File: src/rtl/ahb_master_driver.sv
// AHB-Lite initiator: single/INCR burst commands to pipelined address/data phases.
// Optional error-abort behaviour enabled by defining AHB_MST_ERR_ABORT_EN.
module ahb_master_driver (
    input  logic        clk,
    input  logic        rst,
    input  logic        cmd_valid,
    output logic        cmd_ready,
    input  logic        cmd_write,
    input  logic [31:0] cmd_addr,
    input  logic [3:0]  cmd_len,
    input  logic [31:0] wd_data,
    output logic        wd_ready,
    output logic        rd_valid,
    output logic [31:0] rd_data,
    output logic        done,
    output logic        err,
    output logic [31:0] Haddr,
    output logic [1:0]  Htrans,
    output logic        Hwrite,
    output logic [2:0]  Hsize,
    output logic [2:0]  Hburst,
    output logic [31:0] Hwdata,
    input  logic        Hreadyout,
    input  logic [1:0]  Hresp,
    input  logic [31:0] Hrdata
);

    localparam logic [1:0] TR_IDLE   = 2'b00;
    localparam logic [1:0] TR_NONSEQ = 2'b10;
    localparam logic [1:0] TR_SEQ    = 2'b11;
    localparam logic [1:0] RESP_ERR  = 2'b01;

    typedef enum logic [1:0] {
        S_IDLE = 2'd0,
        S_ADDR = 2'd1,
`ifdef AHB_MST_ERR_ABORT_EN
        S_LAST = 2'd2,
        S_ERR  = 2'd3
`else
        S_LAST = 2'd2
`endif
    } state_e;

    state_e      state_q, state_d;
    logic [31:0] haddr_q, haddr_d;
    logic [1:0]  htrans_q, htrans_d;
    logic        hwrite_q, hwrite_d;
    logic [2:0]  hburst_q, hburst_d;
    logic [31:0] hwdata_q, hwdata_d;
    logic [3:0]  beats_q, beats_d;
    logic        dphase_q, dphase_d;
    logic        rd_valid_q, rd_valid_d;
    logic [31:0] rd_data_q, rd_data_d;
    logic        done_q, done_d;
    logic        err_q, err_d;
    logic        eflag_q, eflag_d;

    logic [31:0] haddr_inc;
    logic        err_resp;

    // An ERROR response only means something while a data phase is outstanding.
    assign err_resp  = dphase_q && (Hresp == RESP_ERR);
    assign haddr_inc = haddr_q + 32'd4;

    always_ff @(posedge clk) begin
        if (rst) begin
            state_q    <= S_IDLE;
            haddr_q    <= '0;
            htrans_q   <= TR_IDLE;
            hwrite_q   <= 1'b0;
            hburst_q   <= '0;
            hwdata_q   <= '0;
            beats_q    <= '0;
            dphase_q   <= 1'b0;
            rd_valid_q <= 1'b0;
            rd_data_q  <= '0;
            done_q     <= 1'b0;
            err_q      <= 1'b0;
            eflag_q    <= 1'b0;
        end else begin
            state_q    <= state_d;
            haddr_q    <= haddr_d;
            htrans_q   <= htrans_d;
            hwrite_q   <= hwrite_d;
            hburst_q   <= hburst_d;
            hwdata_q   <= hwdata_d;
            beats_q    <= beats_d;
            dphase_q   <= dphase_d;
            rd_valid_q <= rd_valid_d;
            rd_data_q  <= rd_data_d;
            done_q     <= done_d;
            err_q      <= err_d;
            eflag_q    <= eflag_d;
        end
    end

    always_comb begin
        state_d = state_q;
        case (state_q)
            S_IDLE: if (cmd_valid) state_d = S_ADDR;
            S_ADDR: if (Hreadyout && beats_q == '0) state_d = S_LAST;
            S_LAST: if (Hreadyout) state_d = S_IDLE;
`ifdef AHB_MST_ERR_ABORT_EN
            S_ERR:  if (Hreadyout) state_d = S_IDLE;
`endif
            default: state_d = S_IDLE;
        endcase
`ifdef AHB_MST_ERR_ABORT_EN
        if (err_resp && (state_q == S_ADDR || state_q == S_LAST)) begin
            state_d = Hreadyout ? S_IDLE : S_ERR;
        end
`endif
    end

    always_comb begin
        haddr_d    = haddr_q;
        htrans_d   = htrans_q;
        hwrite_d   = hwrite_q;
        hburst_d   = hburst_q;
        hwdata_d   = hwdata_q;
        beats_d    = beats_q;
        dphase_d   = dphase_q;
        rd_valid_d = 1'b0;
        rd_data_d  = rd_data_q;
        done_d     = 1'b0;
        err_d      = 1'b0;
        eflag_d    = eflag_q | err_resp;
        wd_ready   = 1'b0;

        // Each completed address phase opens exactly one data phase.
        if (Hreadyout) begin
            dphase_d = (state_q == S_ADDR);
        end
        if (Hreadyout && dphase_q && !hwrite_q) begin
            rd_valid_d = 1'b1;
            rd_data_d  = Hrdata;
        end

        case (state_q)
            S_IDLE: begin
                if (cmd_valid) begin
                    haddr_d  = cmd_addr;
                    htrans_d = TR_NONSEQ;
                    hwrite_d = cmd_write;
                    hburst_d = (cmd_len == '0) ? 3'b000 : 3'b001;
                    beats_d  = cmd_len;
                    eflag_d  = 1'b0;
                end
            end
            S_ADDR: begin
                if (Hreadyout) begin
                    if (hwrite_q) begin
                        hwdata_d = wd_data;
                        wd_ready = 1'b1;
                    end
                    if (beats_q != '0) begin
                        haddr_d  = haddr_inc;
                        beats_d  = beats_q - 4'd1;
                        htrans_d = (haddr_inc[9:0] == '0) ? TR_NONSEQ : TR_SEQ;
                    end else begin
                        htrans_d = TR_IDLE;
                    end
                end
            end
            S_LAST: begin
                if (Hreadyout) begin
                    done_d = 1'b1;
                    err_d  = eflag_q | err_resp;
                end
            end
            default: ;
        endcase

`ifdef AHB_MST_ERR_ABORT_EN
        // Abort overrides the normal progress: cancel remaining beats, drop the errored read.
        if (state_q == S_ERR || err_resp) begin
            htrans_d   = TR_IDLE;
            beats_d    = '0;
            haddr_d    = haddr_q;
            hwdata_d   = hwdata_q;
            wd_ready   = 1'b0;
            rd_valid_d = 1'b0;
            rd_data_d  = rd_data_q;
            if (Hreadyout) begin
                done_d   = 1'b1;
                err_d    = 1'b1;
                dphase_d = 1'b0;
            end
        end
`endif
    end

    assign cmd_ready = (state_q == S_IDLE) && !rst;
    assign rd_valid  = rd_valid_q;
    assign rd_data   = rd_data_q;
    assign done      = done_q;
    assign err       = err_q;
    assign Haddr     = haddr_q;
    assign Htrans    = htrans_q;
    assign Hwrite    = hwrite_q;
    assign Hsize     = 3'b010;
    assign Hburst    = hburst_q;
    assign Hwdata    = hwdata_q;

endmodule

File: config.mk
export PLATFORM = sky130hd
export DESIGN_NAME = ahb_master_driver
export DESIGN_NICKNAME = d
export VERILOG_FILES = /design/src/rtl/ahb_master_driver.sv
export SDC_FILE = /design/constraint.sdc
export NUM_CORES = 1
export LEC_CHECK = 0
export BUFFER_PORTS_ARGS = -buffer_cell sky130_fd_sc_hd__buf_4
export CAP_MARGIN = 30
export CORE_ASPECT_RATIO = 0.5
export CORE_MARGIN = 2
export CORE_UTILIZATION = 30
export DETAILED_ROUTE_END_ITERATION = 16
export SLEW_MARGIN = 25
export SYNTH_ARGS = -nofsm -noshare
export SYNTH_HDL_FRONTEND = slang
export SYNTH_SLANG_ARGS = --single-unit
File: constraint.sdc
create_clock -name clk -period 2.2 [get_ports clk]
set_input_delay 0 -clock clk [delete_from_list [all_inputs] [get_ports clk]]
set_output_delay 0 -clock clk [all_outputs]
set_load 0.01 [all_outputs]
Word level (Yosys, flattened, before mapping)
Cells that the tools add are included.
{"block": "word_totals", "out_inout_bits": 110, "in_bits": 107, "register_bits": 113}
{"block": "classes", "n_bitwise": 3, "n_eq_ne": 8, "n_reduce_logical": 20, "n_addsub": 2, "n_mux": 25}
{"operator": "32-bit two-way mux", "n": 3}
{"operator": "32-bit one-hot mux with 2 select lines", "n": 1}
{"operator": "32-bit by 3-bit adder with 32-bit output (second input constant)", "n": 1}
{"operator": "2-bit two-way mux", "n": 6}
{"operator": "4-bit two-way mux", "n": 3}
{"operator": "10-bit logical NOT", "n": 1}
{"operator": "1-bit two-way mux", "n": 9}
{"operator": "3-bit AND reduction", "n": 3}
{"operator": "4-bit logical NOT", "n": 2}
{"operator": "2-bit != test (second input constant)", "n": 4}
{"operator": "4-bit one-hot mux with 2 select lines", "n": 1}
{"operator": "2-bit one-hot mux with 3 select lines", "n": 1}
{"operator": "1-bit logical AND", "n": 5}
{"operator": "2-bit by 1-bit equality test with 1-bit output (second input constant)", "n": 2}
{"operator": "2-bit one-hot mux with 2 select lines", "n": 1}
{"operator": "4-bit AND reduction", "n": 1}
{"operator": "4-bit nonzero test", "n": 1}
{"operator": "4-bit by 1-bit subtractor with 4-bit output (second input constant)", "n": 1}
{"operator": "3-bit OR reduction", "n": 1}
{"operator": "2-bit equality test (second input constant)", "n": 1}
{"operator": "1-bit logical NOT", "n": 2}
{"operator": "2-bit logical NOT", "n": 1}
{"operator": "2-bit by 1-bit != test with 1-bit output (second input constant)", "n": 1}
{"operator": "1-bit inverter", "n": 2}
{"operator": "other kinds (4)", "n": 4}

Logic depth before layout (Yosys ltp)
{"block": "depth", "ltp_word": 6, "ltp_mapped": 9, "ltp_nobuf": 7}

Least setup slack after synthesis
Ideal clock, no wire load.
{"block": "synth_timing", "kind": "register to register", "startpoint": "register haddr_q[2], in the netlist Haddr[2]", "endpoint": "register haddr_q[16], in the netlist Haddr[16]", "path_slack_ps": 106, "setup_time_ps": 139, "stages_incl_launch_ff": 7, "arrival_ps": 1955, "required_time_ps": 2061, "period_less_slack_ps": 2094, "cell_sequence": "dfxtp_1 > ha_1 > nand4_1 > nor2_1 > or4b_2 > o21ai_0 > a221oi_1"}
{"block": "synth_via", "elab_chain_len": 4}
{"item": "from (decl)", "line": "45", "source": "logic [31:0] haddr_q, haddr_d;"}
{"item": "from (signal assigned)", "line": "82", "source": "haddr_q <= haddr_d;"}
{"item": "32-bit by 3-bit adder with 32-bit output", "line": "63", "source": "assign haddr_inc = haddr_q + 32'd4;"}
{"item": "32-bit two-way mux", "line": "156", "source": "if (beats_q != '0) begin"}
{"item": "32-bit two-way mux", "line": "151", "source": "if (Hreadyout) begin"}
{"item": "32-bit one-hot mux with 2 select lines", "line": "139", "source": "case (state_q)"}
No other way between the ends. The select of a mux whose other input is x is not followed.
A chain may end at the register's enable or synchronous reset.

Worst setup path in the final report
{"block": "layout_timing", "startpoint": "register beats_q[0]", "endpoint": "register haddr_q[23], in the netlist Haddr[23]"}
{"block": "layout_via", "elab_chain_len": 3}
{"item": "from (decl)", "line": "50", "source": "logic [3:0] beats_q, beats_d;"}
{"item": "from (signal assigned)", "line": "87", "source": "beats_q <= beats_d;"}
{"item": "4-bit nonzero test", "line": "156"}
{"item": "2-bit by 1-bit != test with 1-bit output (no source line)"}
{"item": "4-bit AND reduction (no source line)"}
No other way between the ends.

==> summary.md <==
| Metric | Value |
|---|---|
| Area share of xor/xnor cells in the synthesized design | `0%` |
| Total negative setup slack | `0 ns` |
| Max Freq | `485.4 MHz` |
| Total of endpoints with negative setup slack in the final report | `0` |
| Ratio of routed vias to standard cells | `4.910` |
| Number of synthesized flops with an enable pin | `0` |
| Most repeated cell in the gate-level netlist after synthesis | `sky130_fd_sc_hd__nand2_1` |
| FF+latch count, synth | `111` |
| H-tree level count | `3` |
| Worst-path fanout max | `13` |
| Antenna diode instance count | `0` |
| Std-Cell Core Area | `16430 um^2` |
| Primary FF master, synth | `sky130_fd_sc_hd__dfxtp_1` |
| DRT iter0 DRCs | `330` |
| Total count of max-transition violations in the final report | `0` |
| Antenna violations before repair | `0` |
| Crit. End Element | `register` |
| Drt drc | `0` |
| End of the worst register-to-register path | `Haddr[23]` |
| Post-synthesis instance total | `656` |
| Top cells by area, synth | `sky130_fd_sc_hd__dfxtp_1 44%, sky130_fd_sc_hd__nand2_1 12%, sky130_fd_sc_hd__a21oi_1 8.7%, sky130_fd_sc_hd__nor2_1 2.7%, sky130_fd_sc_hd__o21ai_0 2.5%` |
| Mapped cell area | `5060 um^2` |
| Placer Congestion | `0.8847` |
| Area after DPL | `6925 um^2` |
| Sort of element at the start of the critical path | `register` |
| Worst setup path class | `reg -> reg` |
| Worst setup path endpoint | `Haddr[23]` |
| Vias in the first global route | `5348` |
| Die height | `95.83 um` |
| Beginning of the worst register-to-register path | `beats_q[0]` |
| Final core area utilization | `49.47%` |
| Clock tree from TritonCTS | `done` |
| Worst hold margin | `0.02135 ns` |
| Hold Violations, Final | `0` |
| Post-synthesis cell type count | `65` |
| Number of nets in the layout | `1058` |
| Shortest period the worst path allows | `2.060 ns` |
| Buffers on Ports | `211` |
| Number of search-and-repair iterations in the first detailed-routing pass | `4` |
| Floorplan die area | `17980 um^2` |
| CP startpoint | `beats_q[0]` |
| Largest net degree at the start of global routing | `59` |
| Combinational family with the most area after synthesis | `simple AND/OR/NAND/NOR gates` |
| Layout Area Growth over Synthesis | `60.68%` |
| Non-Filler Cell Area, Final | `8130 um^2` |
| Total power consumption of the routed design | `5.196 mW` |
| Antenna violation net count after detailed routing | `0` |
| Post-synthesis mux area share | `0.5935%` |
| HPWL reported at the end of detailed placement | `12190 um` |
| Wire length of the first global-routing pass | `27780 um` |
| Effective utilization at floorplan | `30.79%` |
| Worst Skew | `0.01461 ns` |
| Number of rows created at floorplan | `33` |
| GRT overflow | `0` |
| Clock latency of the later-clocked register in the worst-skew pair | `0.36 ns` |
| Worst reg2reg path depth | `7` |
| # Max-Cap Violations | `0` |
| Area share of fa/ha/maj cells after synthesis | `0.7418%` |
| Most instantiated cells after synthesis | `167 x sky130_fd_sc_hd__nand2_1, 111 x sky130_fd_sc_hd__dfxtp_1, 88 x sky130_fd_sc_hd__a21oi_1` |
| Fraction of final layout cells with drive strength greater than 1 | `29.17%` |
| Clock root buffer | `sky130_fd_sc_hd__clkbuf_16` |
| Unrepaired setup endpoints after global routing | `false` |
| Crit path DAT | `2.35 ns` |
| Avg Inst Size Synth | `7.713 um^2` |
| Clock slew at reported path FFs | `0.09 ns` |
| Slew margin rel. | `55.43%` |
| Power density cells | `639.0 nW/um^2` |
| Status | `finished, final reports clean` |
| Register area share after synthesis | `43.92%` |
| Number of inserted filler cells in the final layout | `1574` |
| Top cell type's share of synthesized area | `43.92%` |
| FFs w/ async S/R, synth | `0%` |
| Number of synthesis warnings | `0` |
| R2r setup slk | `0.14 ns` |
| Via count of the routed design | `5794` |
| Post-synth top area cell | `sky130_fd_sc_hd__dfxtp_1` |
| Critical Path RT | `2.49 ns` |
| Synth Area in Compound Gates | `19.83%` |
| Hold WC Path Type | `in -> reg` |
| Crit share post-route | `93.64%` |
| Overall Global Routing Usage | `19.21%` |
| Slew @ Worst Pin | `0.6686 ns` |
| Wire per inst | `15.17 um` |
| Number of clock sinks seen by CTS | `111` |
| Number of top-level pins | `217` |
| Maximum vdd ir drop | `0.0003662 V` |
| Total Routed Length | `17910 um` |
| Leakage power summed over all cells | `3.362 nW` |
| Die outline width | `187.7 um` |
| Synth Area in Simple Gates | `27.97%` |
| Buffers from clock root to sink, at most | `2` |
| Number of buffers inserted during clock tree synthesis | `9` |
[cell families after synthesis]
family | Yosys count
multiplexers | 3
buffers and inverters | 67
AND/OR/NAND/NOR | 303
AO/OA/AOI/OAI | 167
adder cells (fa/ha/maj) | 3
other | 2
flip-flops | 111
[stage by stage]
step                instances  setup WS (ns)
CTS                      1179        0.09444
global route             1180        0.05688
floorplan                 659         0.1056
detailed placement       1075         0.1563
finish                   1180         0.1399
global placement         1075         0.2186
[repair_timing]
action,4_1_cts,5_1_grt
hold buffers,88,0
buffers inserted,0,1
endpoints found under the setup margin,0,11
gates resized for setup,0,3
endpoints found under the hold margin,88,0
[worst min-delay path by stage]
stage,start,endpoint,slack [ns],cells past startpoint
finish,cmd_addr[5],Haddr[5],0.02,4
global route,Hreadyout,done,0.03,2
CTS,Hreadyout,done,0.002,2
detailed placement,Hrdata[0],rd_data[0],0.25,3
global placement,wd_data[29],Hwdata[29],0.25,3
floorplan,wd_data[0],Hwdata[0],0.14,2
[layout by cell type, fill, tap and decap left out, types with 11 or more instances in the layout]
cell                            count
sky130_fd_sc_hd__nand4_1           11
sky130_fd_sc_hd__a21oi_1           88
sky130_fd_sc_hd__dfxtp_1          110
sky130_fd_sc_hd__dlygate4sd3_1     88
sky130_fd_sc_hd__o21ai_0           25
sky130_fd_sc_hd__buf_4            243
sky130_fd_sc_hd__inv_1             12
sky130_fd_sc_hd__nand3_1           19
sky130_fd_sc_hd__nor3_1            15
sky130_fd_sc_hd__nand2_1          167
sky130_fd_sc_hd__nor2_1            35
[metal layers]
metal  routed length (um)  vias up  GRT usage (%)
li1                     -     2860              -
met1                 7866     2713          24.87
met2                 8613      204          31.79
met3                 1178       17          5.177
met4                  246        0          5.577
met5                    0        -              0
[report_power, final]
group / leakage, nW / total (mW) / internal, mW / switching, mW
clock: 0.147 / 1.70 / 0.927 / 0.775
combinational: 2.31 / 1.25 / 0.634 / 0.615
sequential: 0.903 / 2.24 / 2.13 / 0.117
[registers in the layout, indices dropped and copies added (netlist names), 2 cells and up]
signal and count:
Haddr 32, Hwdata 32, rd_data 32, beats_q 4
Htrans 2, state_q 2
[critical path, stage by stage (launching register included)]
cell                      delay [ns]
sky130_fd_sc_hd__dfxtp_1        0.37
sky130_fd_sc_hd__inv_1          0.08
sky130_fd_sc_hd__ha_1           0.20
sky130_fd_sc_hd__nor3b_2        0.19
sky130_fd_sc_hd__a211o_1        0.32
sky130_fd_sc_hd__buf_4          0.20
sky130_fd_sc_hd__or4_1          0.48
sky130_fd_sc_hd__a31oi_1        0.15
[cell type report]
class                   instances  area [um^2]  area share [%]
multi-input cells             481         2526           31.07
clock inverters                 5        63.81          0.7849
clock buffers                  11        242.7           2.986
well taps                     227        284.0           3.493
repair buffers                333         2745           33.76
flip-flops and latches        111         2223           27.35
inverters                      12        45.04          0.5540
Note: power is estimated with default switching activity, not from simulation.
